==> src/rtl/scope_pkg.sv <==
// scope_pkg: shared definitions for the scope trigger/capture sequencer.
//   state_t      capture FSM states
//   DEF_DATA_W   default ADC sample width
//   DEF_ADDR_W   default capture buffer address width
//   EDGE_RISE / EDGE_FALL  encoding of the edge-select input
package scope_pkg;

    localparam int DEF_DATA_W = 12;
    localparam int DEF_ADDR_W = 10;

    localparam logic EDGE_RISE = 1'b0;
    localparam logic EDGE_FALL = 1'b1;

    typedef enum logic [2:0] {
        IDLE,
        PRE,
        WAIT_TRIG,
        POST,
        DONE
    } state_t;

endpackage

==> src/rtl/scope_hyst_cmp.sv <==
// scope_hyst_cmp: registered hysteresis level comparator.
//   clk, rst   clock, synchronous active-high reset
//   sample     signed ADC sample (DATA_W)
//   valid      sample strobe; the comparator only moves on valid samples
//   level      signed trigger level (DATA_W)
//   hyst       unsigned hysteresis half-band (DATA_W-1)
//   cmp        registered comparator state
//   cmp_next   combinational next state, used by the caller for edge detection
module scope_hyst_cmp
    import scope_pkg::*;
#(
    parameter int DATA_W = DEF_DATA_W
) (
    input  logic              clk,
    input  logic              rst,
    input  logic [DATA_W-1:0] sample,
    input  logic              valid,
    input  logic [DATA_W-1:0] level,
    input  logic [DATA_W-2:0] hyst,
    output logic              cmp,
    output logic              cmp_next
);

    // Two guard bits: level +/- hyst can never wrap.
    localparam int EXT_W = DATA_W + 2;

    logic signed [EXT_W-1:0] sample_ext;
    logic signed [EXT_W-1:0] level_ext;
    logic signed [EXT_W-1:0] hyst_ext;
    logic signed [EXT_W-1:0] thr_hi;
    logic signed [EXT_W-1:0] thr_lo;

    assign sample_ext = {{2{sample[DATA_W-1]}}, sample};
    assign level_ext  = {{2{level[DATA_W-1]}}, level};
    assign hyst_ext   = {3'b000, hyst};
    assign thr_hi     = level_ext + hyst_ext;
    assign thr_lo     = level_ext - hyst_ext;

    always_comb begin
        cmp_next = cmp;
        if (valid) begin
            if (sample_ext > thr_hi) begin
                cmp_next = 1'b1;
            end else if (sample_ext < thr_lo) begin
                cmp_next = 1'b0;
            end
        end
    end

    always_ff @(posedge clk) begin
        if (rst) begin
            cmp <= 1'b0;
        end else begin
            cmp <= cmp_next;
        end
    end

endmodule

==> src/rtl/scope_trig_ctrl.sv <==
// scope_trig_ctrl: trigger and capture sequencer for the scope front end.
// Runs a hysteresis comparator on the ADC stream and sequences an
// arm -> pre-fill -> wait-trigger -> post-fill -> done capture into a
// circular buffer through a registered write port.
//
// Optional feature: define SCOPE_AUTO_TRIG_EN to build the auto-trigger
// timeout counter (AUTO_TO valid samples in WAIT_TRIG with i_auto latched).
//
// Ports:
//   i_clk, i_rst        clock, synchronous active-high reset
//   i_ad_valid/i_ad_data  sample strobe and signed sample
//   i_arm               start/restart pulse; latches the i_trig_level,
//                       i_hyst, i_edge, i_pre_cnt, i_auto configuration
//   o_wr_en/o_wr_addr/o_wr_data  registered capture buffer write port
//   o_trig_addr         buffer address of the trigger sample
//   o_cmp               comparator state
//   o_busy / o_done     capture in progress / capture complete (level)
//   o_auto_flag         last capture was auto-triggered
//
// state     | meaning
// ----------+------------------------------------------------------------
// IDLE      | after reset, nothing captured, waiting for i_arm
// PRE       | writing the pre-trigger samples, edges ignored
// WAIT_TRIG | writing samples circularly, looking for the selected edge
// POST      | writing the remaining DEPTH-1-pre_cnt samples after trigger
// DONE      | buffer complete, no writes, waiting for i_arm
module scope_trig_ctrl
    import scope_pkg::*;
#(
    parameter int DATA_W  = DEF_DATA_W,
    parameter int ADDR_W  = DEF_ADDR_W,
    parameter int AUTO_TO = 65536
) (
    input  logic              i_clk,
    input  logic              i_rst,
    input  logic              i_ad_valid,
    input  logic [DATA_W-1:0] i_ad_data,
    input  logic              i_arm,
    input  logic [DATA_W-1:0] i_trig_level,
    input  logic [DATA_W-2:0] i_hyst,
    input  logic              i_edge,
    input  logic [ADDR_W-1:0] i_pre_cnt,
    input  logic              i_auto,
    output logic              o_wr_en,
    output logic [ADDR_W-1:0] o_wr_addr,
    output logic [DATA_W-1:0] o_wr_data,
    output logic [ADDR_W-1:0] o_trig_addr,
    output logic              o_cmp,
    output logic              o_busy,
    output logic              o_done,
    output logic              o_auto_flag
);

    localparam logic [ADDR_W-1:0] ADDR_MAX = '1;

    state_t            state;
    logic [DATA_W-1:0] cfg_level;
    logic [DATA_W-2:0] cfg_hyst;
    logic              cfg_edge;
    logic [ADDR_W-1:0] cfg_pre;
    logic [ADDR_W-1:0] addr;
    logic [ADDR_W-1:0] cnt;
    logic [ADDR_W-1:0] post_len;
    logic              cmp_next;
    logic              edge_hit;
    logic              capturing;
    logic              auto_hit;

    scope_hyst_cmp #(
        .DATA_W (DATA_W)
    ) u_cmp (
        .clk      (i_clk),
        .rst      (i_rst),
        .sample   (i_ad_data),
        .valid    (i_ad_valid),
        .level    (cfg_level),
        .hyst     (cfg_hyst),
        .cmp      (o_cmp),
        .cmp_next (cmp_next)
    );

    // cmp_next equals o_cmp when no valid sample, so edges are valid-qualified.
    assign edge_hit  = (cfg_edge == EDGE_FALL) ? (o_cmp & ~cmp_next)
                                               : (~o_cmp & cmp_next);
    assign capturing = (state == PRE) || (state == WAIT_TRIG) || (state == POST);
    // DEPTH-1-pre_cnt; an ADDR_W-bit i_pre_cnt never exceeds DEPTH-1, so
    // the clamp to DEPTH-1 holds by construction.
    assign post_len  = ADDR_MAX - cfg_pre;

`ifdef SCOPE_AUTO_TRIG_EN
    localparam int AUTO_W = $clog2(AUTO_TO + 1);

    logic              cfg_auto;
    logic [AUTO_W-1:0] auto_cnt;
    logic              auto_flag;

    // Down-counter loaded with AUTO_TO on WAIT_TRIG entry; the sample seen
    // at terminal count 1 is the AUTO_TO-th one and is forced as trigger.
    assign auto_hit    = cfg_auto && (auto_cnt == AUTO_W'(1));
    assign o_auto_flag = auto_flag;
`else
    logic unused_auto;

    assign auto_hit    = 1'b0;
    assign o_auto_flag = 1'b0;
    assign unused_auto = i_auto ^ (AUTO_TO == 0);
`endif

    always_ff @(posedge i_clk) begin
        if (i_rst) begin
            state       <= IDLE;
            cfg_level   <= '0;
            cfg_hyst    <= '0;
            cfg_edge    <= EDGE_RISE;
            cfg_pre     <= '0;
            addr        <= '0;
            cnt         <= '0;
            o_wr_en     <= 1'b0;
            o_wr_addr   <= '0;
            o_wr_data   <= '0;
            o_trig_addr <= '0;
            o_busy      <= 1'b0;
            o_done      <= 1'b0;
`ifdef SCOPE_AUTO_TRIG_EN
            cfg_auto    <= 1'b0;
            auto_cnt    <= '0;
            auto_flag   <= 1'b0;
`endif
        end else begin
            o_wr_en <= 1'b0;
            // Busy/done lag the state by one cycle so done rises the cycle
            // after the final write; arm forces busy immediately.
            o_busy  <= i_arm || capturing;
            o_done  <= !i_arm && (state == DONE);

            if (i_arm) begin
                cfg_level <= i_trig_level;
                cfg_hyst  <= i_hyst;
                cfg_edge  <= i_edge;
                cfg_pre   <= i_pre_cnt;
                addr      <= '0;
                cnt       <= i_pre_cnt;
                state     <= (i_pre_cnt == '0) ? WAIT_TRIG : PRE;
`ifdef SCOPE_AUTO_TRIG_EN
                cfg_auto  <= i_auto;
                auto_cnt  <= AUTO_W'(AUTO_TO);
                auto_flag <= 1'b0;
`endif
            end else if (i_ad_valid && capturing) begin
                o_wr_en   <= 1'b1;
                o_wr_addr <= addr;
                o_wr_data <= i_ad_data;
                addr      <= addr + 1'b1;

                case (state)
                    PRE: begin
                        cnt <= cnt - 1'b1;
                        if (cnt == ADDR_W'(1)) begin
                            state <= WAIT_TRIG;
`ifdef SCOPE_AUTO_TRIG_EN
                            auto_cnt <= AUTO_W'(AUTO_TO);
`endif
                        end
                    end
                    WAIT_TRIG: begin
                        if (edge_hit || auto_hit) begin
                            o_trig_addr <= addr;
                            cnt         <= post_len;
                            state       <= (post_len == '0) ? DONE : POST;
`ifdef SCOPE_AUTO_TRIG_EN
                            auto_flag   <= !edge_hit;
`endif
                        end
`ifdef SCOPE_AUTO_TRIG_EN
                        else if (auto_cnt != '0) begin
                            auto_cnt <= auto_cnt - 1'b1;
                        end
`endif
                    end
                    POST: begin
                        cnt <= cnt - 1'b1;
                        if (cnt == ADDR_W'(1)) begin
                            state <= DONE;
                        end
                    end
                    default: begin
                    end
                endcase
            end
        end
    end

endmodule
==> config.mk <==
export PLATFORM = sky130hd
export DESIGN_NAME = scope_trig_ctrl
export DESIGN_NICKNAME = d
export VERILOG_FILES = /design/src/rtl/scope_pkg.sv /design/src/rtl/scope_hyst_cmp.sv /design/src/rtl/scope_trig_ctrl.sv
export SDC_FILE = /design/constraint.sdc
export NUM_CORES = 1
export LEC_CHECK = 0
export BUFFER_PORTS_ARGS = -buffer_cell sky130_fd_sc_hd__buf_4
export CAP_MARGIN = 20
export CORE_UTILIZATION = 40
export CTS_BUF_LIST = sky130_fd_sc_hd__clkbuf_8 sky130_fd_sc_hd__clkbuf_16
export DETAILED_ROUTE_END_ITERATION = 16
export PLACE_DENSITY = 0.67
export SETUP_SLACK_MARGIN = 0.3
export SLEW_MARGIN = 10
export SYNTH_ARGS = -nofsm -noshare
export SYNTH_HDL_FRONTEND = slang
export SYNTH_SLANG_ARGS = --single-unit
export TNS_END_PERCENT = 50
==> constraint.sdc <==
create_clock -name i_clk -period 7.6 [get_ports i_clk]
set_input_delay 0.38 -clock i_clk [delete_from_list [all_inputs] [get_ports i_clk]]
set_output_delay 0.38 -clock i_clk [all_outputs]
set_load 0.05 [all_outputs]
==> Word-level counts from Yosys, hierarchy flattened <==
Cells that the tools add are included.
{ "totals": {"register_bits": 93, "elab_cells": 68, "output_inout_bits": 37, "input_bits": 51} }
{ "op_classes": {"n_reduce_logical": 17, "addsub": 5, "order_cmp": 2, "muxes": 17, "bitwise_logic": 5, "eq_ne": 8} }
{ "op_table": {"columns": ["operator", "n"], "rows": [
  ["$mux 10", 3],
  ["$logic_not 10->1", 2],
  ["$pmux 10 s2", 1],
  ["$mux 3", 6],
  ["$add 12x12->13", 1],
  ["$gt 12x13->1", 1],
  ["$lt 12x13->1", 1],
  ["$sub 12x12->13", 1],
  ["$add 10x1->10 const B", 1],
  ["$eq 10x1->1 const B", 1],
  ["$sub 10x1->10 const B", 1],
  ["$sub 10x10->10 const A", 1],
  ["$pmux 3 s3", 1],
  ["$eq 3x2->1 const B", 2],
  ["$ne 3x2->1 const B", 2],
  ["$mux 1", 5],
  ["$reduce_and 5->1", 1],
  ["$reduce_and 4->1", 1],
  ["$reduce_bool 4->1", 1],
  ["$reduce_or 2->1", 2],
  ["$eq 3x1->1 const B", 1],
  ["$eq 3x3->1 const B", 1],
  ["$logic_or 1x1->1", 3],
  ["$ne 3x3->1 const B", 1],
  ["9 further kinds", 13]
]} }

==> Logic depth before layout (Yosys ltp) <==
Gate-level depths: netlist of run 1.
{ "logic_depth": {"depth_word": 12, "depth_mapped": 21, "mapped_depth_nobuf": 18} }

==> Hierarchy <==
A second synthesis of run 1 with hierarchy kept.
{ "unflattened": {"cells_unflattened": 639, "area_unflattened_um2": 5475.3} }
{ "by_module_without_submodules": {"columns": ["mod", "n_inst", "area_each_um2", "cells_per_inst", "seq_area_each_um2"], "rows": [
  ["scope_trig_ctrl", 1, 3822.4, 429, 1841.8],
  ["scope_hyst_cmp", 1, 1652.8, 210, 20.0]
]} }

==> Least setup slack after synthesis of run 1 <==
Ideal clock, no wire load.
{ "synth_path": {"kind": "flip-flop to flip-flop", "startpoint": "register cfg_hyst[1]", "endpoint": "register o_trig_addr[0]", "path_buffers": 3, "arrival_time_ns": 4.073, "setup_time_ns": 0.072, "t_required_ns": 7.528, "period_less_slack_ns": 4.144, "path_slack_ns": 3.456, "path_stages_with_launch": 21, "path_cell_list": "dfxtp_1 > inv_1 > ha_1 > nor2b_1 > o21bai_1 > a21oi_1 > o211ai_1 > a2111oi_0 > nor2_1 > a311oi_1 > ha_1 > nand4_1 > or3_1 > a31oi_1 > or4_1 > buf_6 > a211o_1 > buf_6 > a21oi_4 > buf_12 > mux2i_1"} }
{ "synth_via": {"elab_chain_cells": 9, "word_cells_on_any_way": 12, "cone_classes": "add/sub: 2; order compare: 2; mux: 4; bitwise: 3; reduce/logical: 1"} }
{ "synth_lines": {"columns": ["item", "line_no", "text"], "rows": [
  ["start, declared", "scope_trig_ctrl.sv:58", "logic [DATA_W-2:0] cfg_hyst;"],
  ["start signal, assigned", "scope_trig_ctrl.sv:138", "cfg_hyst <= i_hyst;"],
  ["$sub 12x12->13", "scope_hyst_cmp.sv:37", "assign thr_lo = level_ext - hyst_ext;"],
  ["$lt 12x13->1", "scope_hyst_cmp.sv:44", "end else if (sample_ext < thr_lo) begin"],
  ["$mux 1", "scope_hyst_cmp.sv:44", null],
  ["$mux 1 *", "scope_hyst_cmp.sv:42", "if (sample_ext > thr_hi) begin"],
  ["$mux 1 *", "scope_hyst_cmp.sv:41", "if (valid) begin"],
  ["$not 1->1", "scope_trig_ctrl.sv:83", "assign edge_hit = (cfg_edge == EDGE_FALL) ? (o_cmp & ~cmp_next)"],
  ["$and 1x1->1", "scope_trig_ctrl.sv:83", null],
  ["$mux 1 *", "scope_trig_ctrl.sv:83", null],
  ["$reduce_and 4->1 (no source line) *", null, null],
  ["end signal, assigned", "scope_trig_ctrl.sv:167", "o_trig_addr <= addr;"],
  ["end, declared", "scope_trig_ctrl.sv:47", "output logic [ADDR_W-1:0] o_trig_addr,"]
]} }
Every way passes the cells marked *; elsewhere a longest branch is shown, timed or not.
A chain may end at the register's enable or synchronous reset.

==> Final worst setup path of run 1 <==
Ends and elaborated chain as after synthesis.

==> metrics.yaml, run 1 <==
sta:
  fmax_mhz: 198
  period_share_pct: 66.6
  setup-tns-final_ns: 0
  tightest_slew_ns: 1.02
  slew-limit-headroom_pct: 31.8
  hold_viol: 0
  clock_skew_ns: 0.00726
  post-route-min-period_ns: 5.06
  rsz0062_at_grt: "no"
  drv_slew: 0
  setup_viol: 0
placement:
  dp_hpwl_um: 9750
  placed_cells: 906
  routabilityCongestion: 0.815
  io_buffers: 85
cells_and_area:
  layout.nets: 844
  syn_to_final_growth_pct: 18.2
  utilization_pct: 49.0
  drive_gt1_share_pct: 14.7
  layoutNonFillerInstCount: 922
  diodes: 0
clock_tree:
  cts_buffers: 9
  cts-root-buf: "clkbuf_16"
  clk_latency_ns: 0.36
  numClockSinks: 93
  post_cts_resized: 0
  cts_max_level: 3
  cts_tree: "yes"
  cts.path.max_buffers: 2
  hold_buffers: 0
  clk_pin_slew_ns: 0.07
  cts_setup_buffers: 0
logic_synthesis:
  syn_area_mm2: 0.00556
  synth_common_cells: "dfxtp_1, nand2_1, nor2_1, a21oi_1, ha_1"
  synth_top_area_share_pct: 33.5
  yosysSeqAreaShare_pct: 33.5
  async_flop_share_pct: 0
  ys_warn_count: 0
  syn_nets: 780
  synth_cell_type_count: 60
  avgSynthCellArea_um2: 8.21
  synth-edff-count: 0
  synth_top_cell_by_area: "dfxtp_1"
  yosys_most_used_dff: "dfxtp_1"
  syn_inst: 677
  ys_seq_elements: 93
  synth.area.top_cells: "dfxtp_1, ha_1, mux2i_1"
  yosysMostFrequentCell: "dfxtp_1"
min_path:
  hp-class: "primary input to flip-flop"
  min_from: "i_trig_level[6]"
setup_path:
  rrSetupSlack_ns: 2.54
  required_ns: 7.88
  worstPathMaxFanout: 10
  crit_type: "flip-flop to flip-flop"
  worstSetupEndpoint: "o_trig_addr[0]"
  rr_endpoint: "o_trig_addr[0]"
  startpoint_type: "flip-flop"
  critPathLaunch: "cfg_hyst[1]"
  cp.arrival_ns: 5.34
  timing.rr.start: "cfg_hyst[1]"
  r2r_cells: 17
  end_kind: "flip-flop"
power:
  power_leakage_nw: 2.73
  irDropWorstVdd_mv: 0.119
  clockPowerShare_pct: 35.7
  seqPwrFrac_pct: 40.9
  sw_frac_of_total_pct: 30.2
  power_density_mw_per_mm2: 196
  p_switching_uw: 389
  combinationalPowerShare_pct: 23.3
  p_int_uw: 900
status:
  outcome: "finished, final reports clean"
global_route:
  grt_usage_pct: 19.2
  grt_pass1_vias: 4673
  antenna_found_initial: 0
  grt_max_degree: 97
  grt.overflow.total: 0
  grt_pass1_wl_um: 22100
die:
  die_height_um: 120
  floorplan.initialDensity_pct: 41.5
  die_area_mm2: 0.0144
  io_pins: 88
  die_w_um: 120
  rows: 42
  core_mm2: 0.0134
flow_run:
  drv_cap: 0
route:
  firstDrtPassIters: 4
  vias: 4883
  antenna_left: 0
  routedWlPerCell_um: 14.3
  post-route-drc-count: 0
  via_per_inst: 5.30
  drt_iter0_markers: 280
  drt-total-wl_um: 13200
critical path, cell delays in order, from the launching register on:
cell and delay, ns:
dfxtp_1 0.40, inv_1 0.10, ha_1 0.29, nor2b_1 0.11, o21bai_1 0.08, a21oi_1 0.20
o211ai_1 0.15, a2111oi_0 0.76, nor2_1 0.11, a311oi_1 0.34, ha_1 0.30, nand4_1 0.11
or3_1 0.13, a31oi_1 0.05, or4_1 0.63, a211o_1 0.48, a21oi_4 0.48, mux2i_1 0.25
kinds of logic after synthesis:
kind of cell,after synthesis,synth area share (%)
other,1,0.0675
buffers and inverters,71,5.43
XOR/XNOR,30,4.73
flip-flops,93,33.5
adder cells (fa/ha/maj),52,12.0
multiplexers,40,7.25
AND/OR/NAND/NOR,240,20.0
AO/OA/AOI/OAI,150,17.1
layout by cell type (no fill, tap or decap), types with 4 or more instances in the layout:
cell type / synthesis / layout
a21oi_1: 55 / 55
nand4_1: 9 / 9
ha_1: 50 / 50
or4_1: 4 / 4
xnor2_1: 20 / 20
clkbuf_16: 0 / 9
nor2b_1: 11 / 11
dfxtp_1: 93 / 93
xor2_1: 10 / 10
nand2b_1: 26 / 26
a211oi_1: 18 / 18
mux2i_1: 38 / 38
nor3_1: 11 / 11
nor2_1: 65 / 65
o21ai_0: 36 / 36
nor4_1: 4 / 4
inv_1: 37 / 38
nand2_1: 87 / 87
or3_1: 4 / 4
buf_4: 1 / 86
nand3_1: 7 / 7
o21a_1: 4 / 4
a21o_1: 4 / 4
layout make-up:
cell class	instances	area (µm²)
Tap cell	176	220
Inverter	38	143
Multi-Input combinational cell	513	3390
Clock inverter	6	63.8
Fill cell	1275	6830
Timing Repair Buffer	86	646
Sequential cell	93	1860
Clock buffer	10	239
sequential cells by signal (all words and copies together) (netlist names):
signal and flops:
cfg_level 12, o_wr_data 12, cfg_hyst 11, addr 10, cfg_pre 10, cnt 10, o_trig_addr 10, o_wr_addr 10
state 3, cfg_edge 1, o_busy 1, o_done 1, o_wr_en 1, u_cmp.cmp 1
stage by stage:
step | power, mW | setup WS (ns) | area, µm² | hold slack [ns]
finish | 1.29 | 2.54 | 6570 | 0.255
global route | 1.36 | 1.99 | 6570 | 0.263
CTS | 1.30 | 2.58 | 6570 | 0.255
detailed placement | 0.838 | 2.64 | 6260 | 0.452
global placement | 0.827 | 2.70 | 6260 | 0.443
floorplan | 0.756 | 3.46 | 5560 | 0.444
worst min-delay path by stage:
stage	end	slack (ns)	cells past startpoint
3_5_place_dp	o_wr_addr[1]	0.45	2
2_1_floorplan	o_done	0.44	2
5_1_grt	cfg_hyst[2]	0.26	3
4_1_cts	cfg_hyst[5]	0.25	3
3_3_place_gp	o_wr_addr[6]	0.44	2
6_report	cfg_level[6]	0.26	3
power groups by stage:
stage	Clock, mW	Combinational, mW	Sequential, mW
after global routing	0.489	0.339	0.530
after detailed placement	0	0.299	0.539
final	0.460	0.301	0.528
after floorplan	0	0.210	0.547
after global placement	0	0.289	0.538
after CTS	0.468	0.300	0.528
layer usage:
layer / wire, µm / vias up / track usage (%) / part of all wire [%]
met4: 298 / 0 / 8.67 / 2.3
met1: 5990 / 2277 / 23.6 / 45
met2: 6290 / 121 / 32.4 / 48
met3: 593 / 25 / 3.37 / 4.5
met5: 0 / - / 0 / 0
li1: - / 2460 / - / -
(Power assumes the default switching activity.)
==> run 2: changes to the inputs <==
- clock period: 7.6 -> 4.8 ns (I/O delays scaled with it)
==> run 2 against run 1 <==
First-iteration DRC count shrank 22%; worst hold slack lost 0.14 ns; flip-flop and latch count is the same; sequential share of layout area shrank 0.83 points; clock power grew 72%; combinational power grew 69%; wire length grew 2.0%; critical path depth grew 2.
==> metrics.yaml, run 2 (synthesized netlist as in run 1, its figures left out) <==
power:
  irDropWorstVdd_mv: 0.182  # was 0.119 mV
  power_density_mw_per_mm2: 314  # was 196 mW/mm²
  p_int_mw: 1.49  # was 900 µW
  combinationalPowerShare_pct: 23.8  # was 23.3%
  seqPwrFrac_pct: 39.2  # was 40.9%
  finalPower_mw: 2.13  # was 1.29 mW
  power_leakage_nw: 2.80  # was 2.73 nW
  p_switching_uw: 647  # was 389 µW
  clockPowerShare_pct: 37.0  # was 35.7%
  sw_frac_of_total_pct: 30.3  # was 30.2%
flow_run:
  drv_cap: 0  # unchanged
sta:
  tightest_slew_ns: 0.949  # was 1.02 ns
  whs_ns: 0.118  # was 0.255 ns
  post-route-min-period_ns: 4.35  # was 5.06 ns
  fmax_mhz: 230  # was 198 MHz
  drv_slew: 0  # unchanged
  layout_setup_ws_ns: 0.454  # was 2.54 ns
  period_share_pct: 90.5  # was 66.6%
  setup_viol: 0  # unchanged
  clock_skew_ns: 0.00940  # was 0.00726 ns
  slew-limit-headroom_pct: 36.6  # was 31.8%
  hold_viol: 0  # unchanged
  setup-tns-final_ns: 0  # unchanged
  rsz0062_at_grt: "yes"  # was no
route:
  post-route-drc-count: 0  # unchanged
  drt-total-wl_um: 13400  # was 13,200 µm
  drt_iter0_markers: 219  # was 280
  firstDrtPassIters: 5  # was 4
  vias: 4854  # was 4,883
  routedWlPerCell_um: 14.4  # was 14.3 µm
  antenna_left: 0  # unchanged
  via_per_inst: 5.21  # was 5.30
die:
  rows: 42  # unchanged
  die_area_mm2: 0.0144  # unchanged
  die_w_um: 120  # unchanged
  core_mm2: 0.0134  # unchanged
  die_height_um: 120  # unchanged
  floorplan.initialDensity_pct: 41.5  # unchanged
  io_pins: 88  # unchanged
cells_and_area:
  layoutNonFillerInstCount: 931  # was 922
  design_area_mm2: 0.00680  # was 0.00657 mm²
  utilization_pct: 50.8  # was 49.0%
  drive_gt1_share_pct: 19.1  # was 14.7%
  syn_to_final_growth_pct: 22.4  # was 18.2%
  top_regs: "cfg_level (12), o_wr_data (12), cfg_hyst (11)"  # unchanged
  layout.nets: 853  # was 844
  layout_commonest_cell: "buf_4"  # was dfxtp_1
  diodes: 0  # unchanged
  fillers: 1281  # was 1,275
  mostFrequentLayoutCells: "buf_4, nand2_1, dfxtp_1, nor2_1, a21oi_1"  # was dfxtp_1, nand2_1, buf_4, nor2_1, a21oi_1
global_route:
  grt.overflow.total: 0  # unchanged
  grt_pass1_vias: 4629  # was 4,673
  grt_pass1_wl_um: 21500  # was 22,100 µm
  grt_max_degree: 97  # unchanged
  antenna_found_initial: 0  # unchanged
  grt_usage_pct: 18.7  # was 19.2%
placement:
  pre_cts_ws_ns: 0.256  # was 2.64 ns
  placed_cells: 910  # was 906
  io_buffers: 85  # unchanged
  routabilityCongestion: 0.830  # was 0.815
  dp_hpwl_um: 9640  # was 9750 µm
  place_area_mm2: 0.00631  # was 0.00626 mm²
clock_tree:
  cts.path.max_buffers: 2  # unchanged
  cts-root-buf: "clkbuf_16"  # unchanged
  cts_max_level: 3  # unchanged
  numClockSinks: 93  # unchanged
  cts_tree: "yes"  # unchanged
  clk_pin_slew_ns: 0.07  # about the same
  clk_latency_ns: 0.35  # was 0.36 ns
  cts_buffers: 9  # unchanged
  hold_buffers: 0  # unchanged
setup_path:
  required_ns: 5.04  # was 7.88 ns
  worstPathMaxFanout: 5  # was 10
  startpoint_type: "flip-flop"  # unchanged
  end_kind: "flip-flop"  # unchanged
  crit_type: "flip-flop to flip-flop"  # unchanged
  cp.arrival_ns: 4.59  # was 5.34 ns
status:
  outcome: "finished, final reports clean"  # unchanged
min_path:
  hp-class: "primary input to flip-flop"  # unchanged
-- run 2: cell count changes in the layout (fill, tap and decap cells not counted), sizes merged --
cell / previous run / this run
a211o: 1 / 2
buf: 86 / 93
bufinv: 1 / 2
clkbuf: 10 / 9
clkinv: 4 / 2
inv: 38 / 40
o22ai: 4 / 5
-- run 2: critical path, cell delays in order, from the launching register on --
cell and delay, ns:
dfxtp_2 0.34, ha_1 0.18, inv_1 0.06, fa_2 0.35, o21bai_1 0.14, a21o_1 0.17, a21oi_1 0.10, o21ai_1 0.20
a31oi_1 0.11, o21ai_0 0.23, xnor2_1 0.18, ha_1 0.28, nand2_1 0.11, or3_4 0.13, a31oi_1 0.04, or4_4 0.57
buf_6 0.15, a211oi_4 0.35, o22ai_4 0.17, a221oi_1 0.35
-- run 2: per-layer routing --
metal / wire, µm / global-route usage (%)
met5: 0 / 0
met4: 252 / 7.73
met3: 638 / 4.13
met2: 6330 / 30.9
met1: 6210 / 23.6
-- run 2: area by class of cell --
| class | instances | area (µm²) | area share, % |
|---|---|---|---|
| sequential | 93 | 1870 | 27.5 |
| tap | 176 | 220 | 3.24 |
| clock buffer | 9 | 225 | 3.31 |
| timing repair buffer | 93 | 718 | 10.6 |
| multi-input combinational | 515 | 3520 | 51.7 |
| inverter | 38 | 145 | 2.13 |
| clock inverter | 7 | 103 | 1.51 |
-- run 2: what timing repair did --
item | in CTS | in global routing
setup buffers | 0 | 3
gates cloned | 0 | 2
gates resized for setup | 1 | 34
endpoints found under the setup margin | 11 | 22
endpoints found under the hold margin | 0 | 0
pin swaps | 1 | 19
-- run 2: power groups by stage --
| stage | combinational [mW] | sequential, mW | clock, mW |
|---|---|---|---|
| after global routing | 0.568 | 0.841 | 0.832 |
| after global placement | 0.463 | 0.851 | 0 |
| after CTS | 0.477 | 0.835 | 0.803 |
| after detailed placement | 0.475 | 0.853 | 0 |
| after floorplan | 0.332 | 0.866 | 0 |
| final | 0.508 | 0.837 | 0.789 |
-- run 2: worst paths after layout --
path / startpoint / end / slack (ns) / cells after the start
worst max-delay path: cfg_level[0] / cnt[4] / 0.45 / 19
worst min-delay path: i_trig_level[7] / cfg_level[7] / 0.12 / 3
worst max register to register: cfg_level[0] / cnt[4] / 0.45 / 19
worst min register to register: o_wr_data[8] / o_wr_data[8] / 0.46 / 2
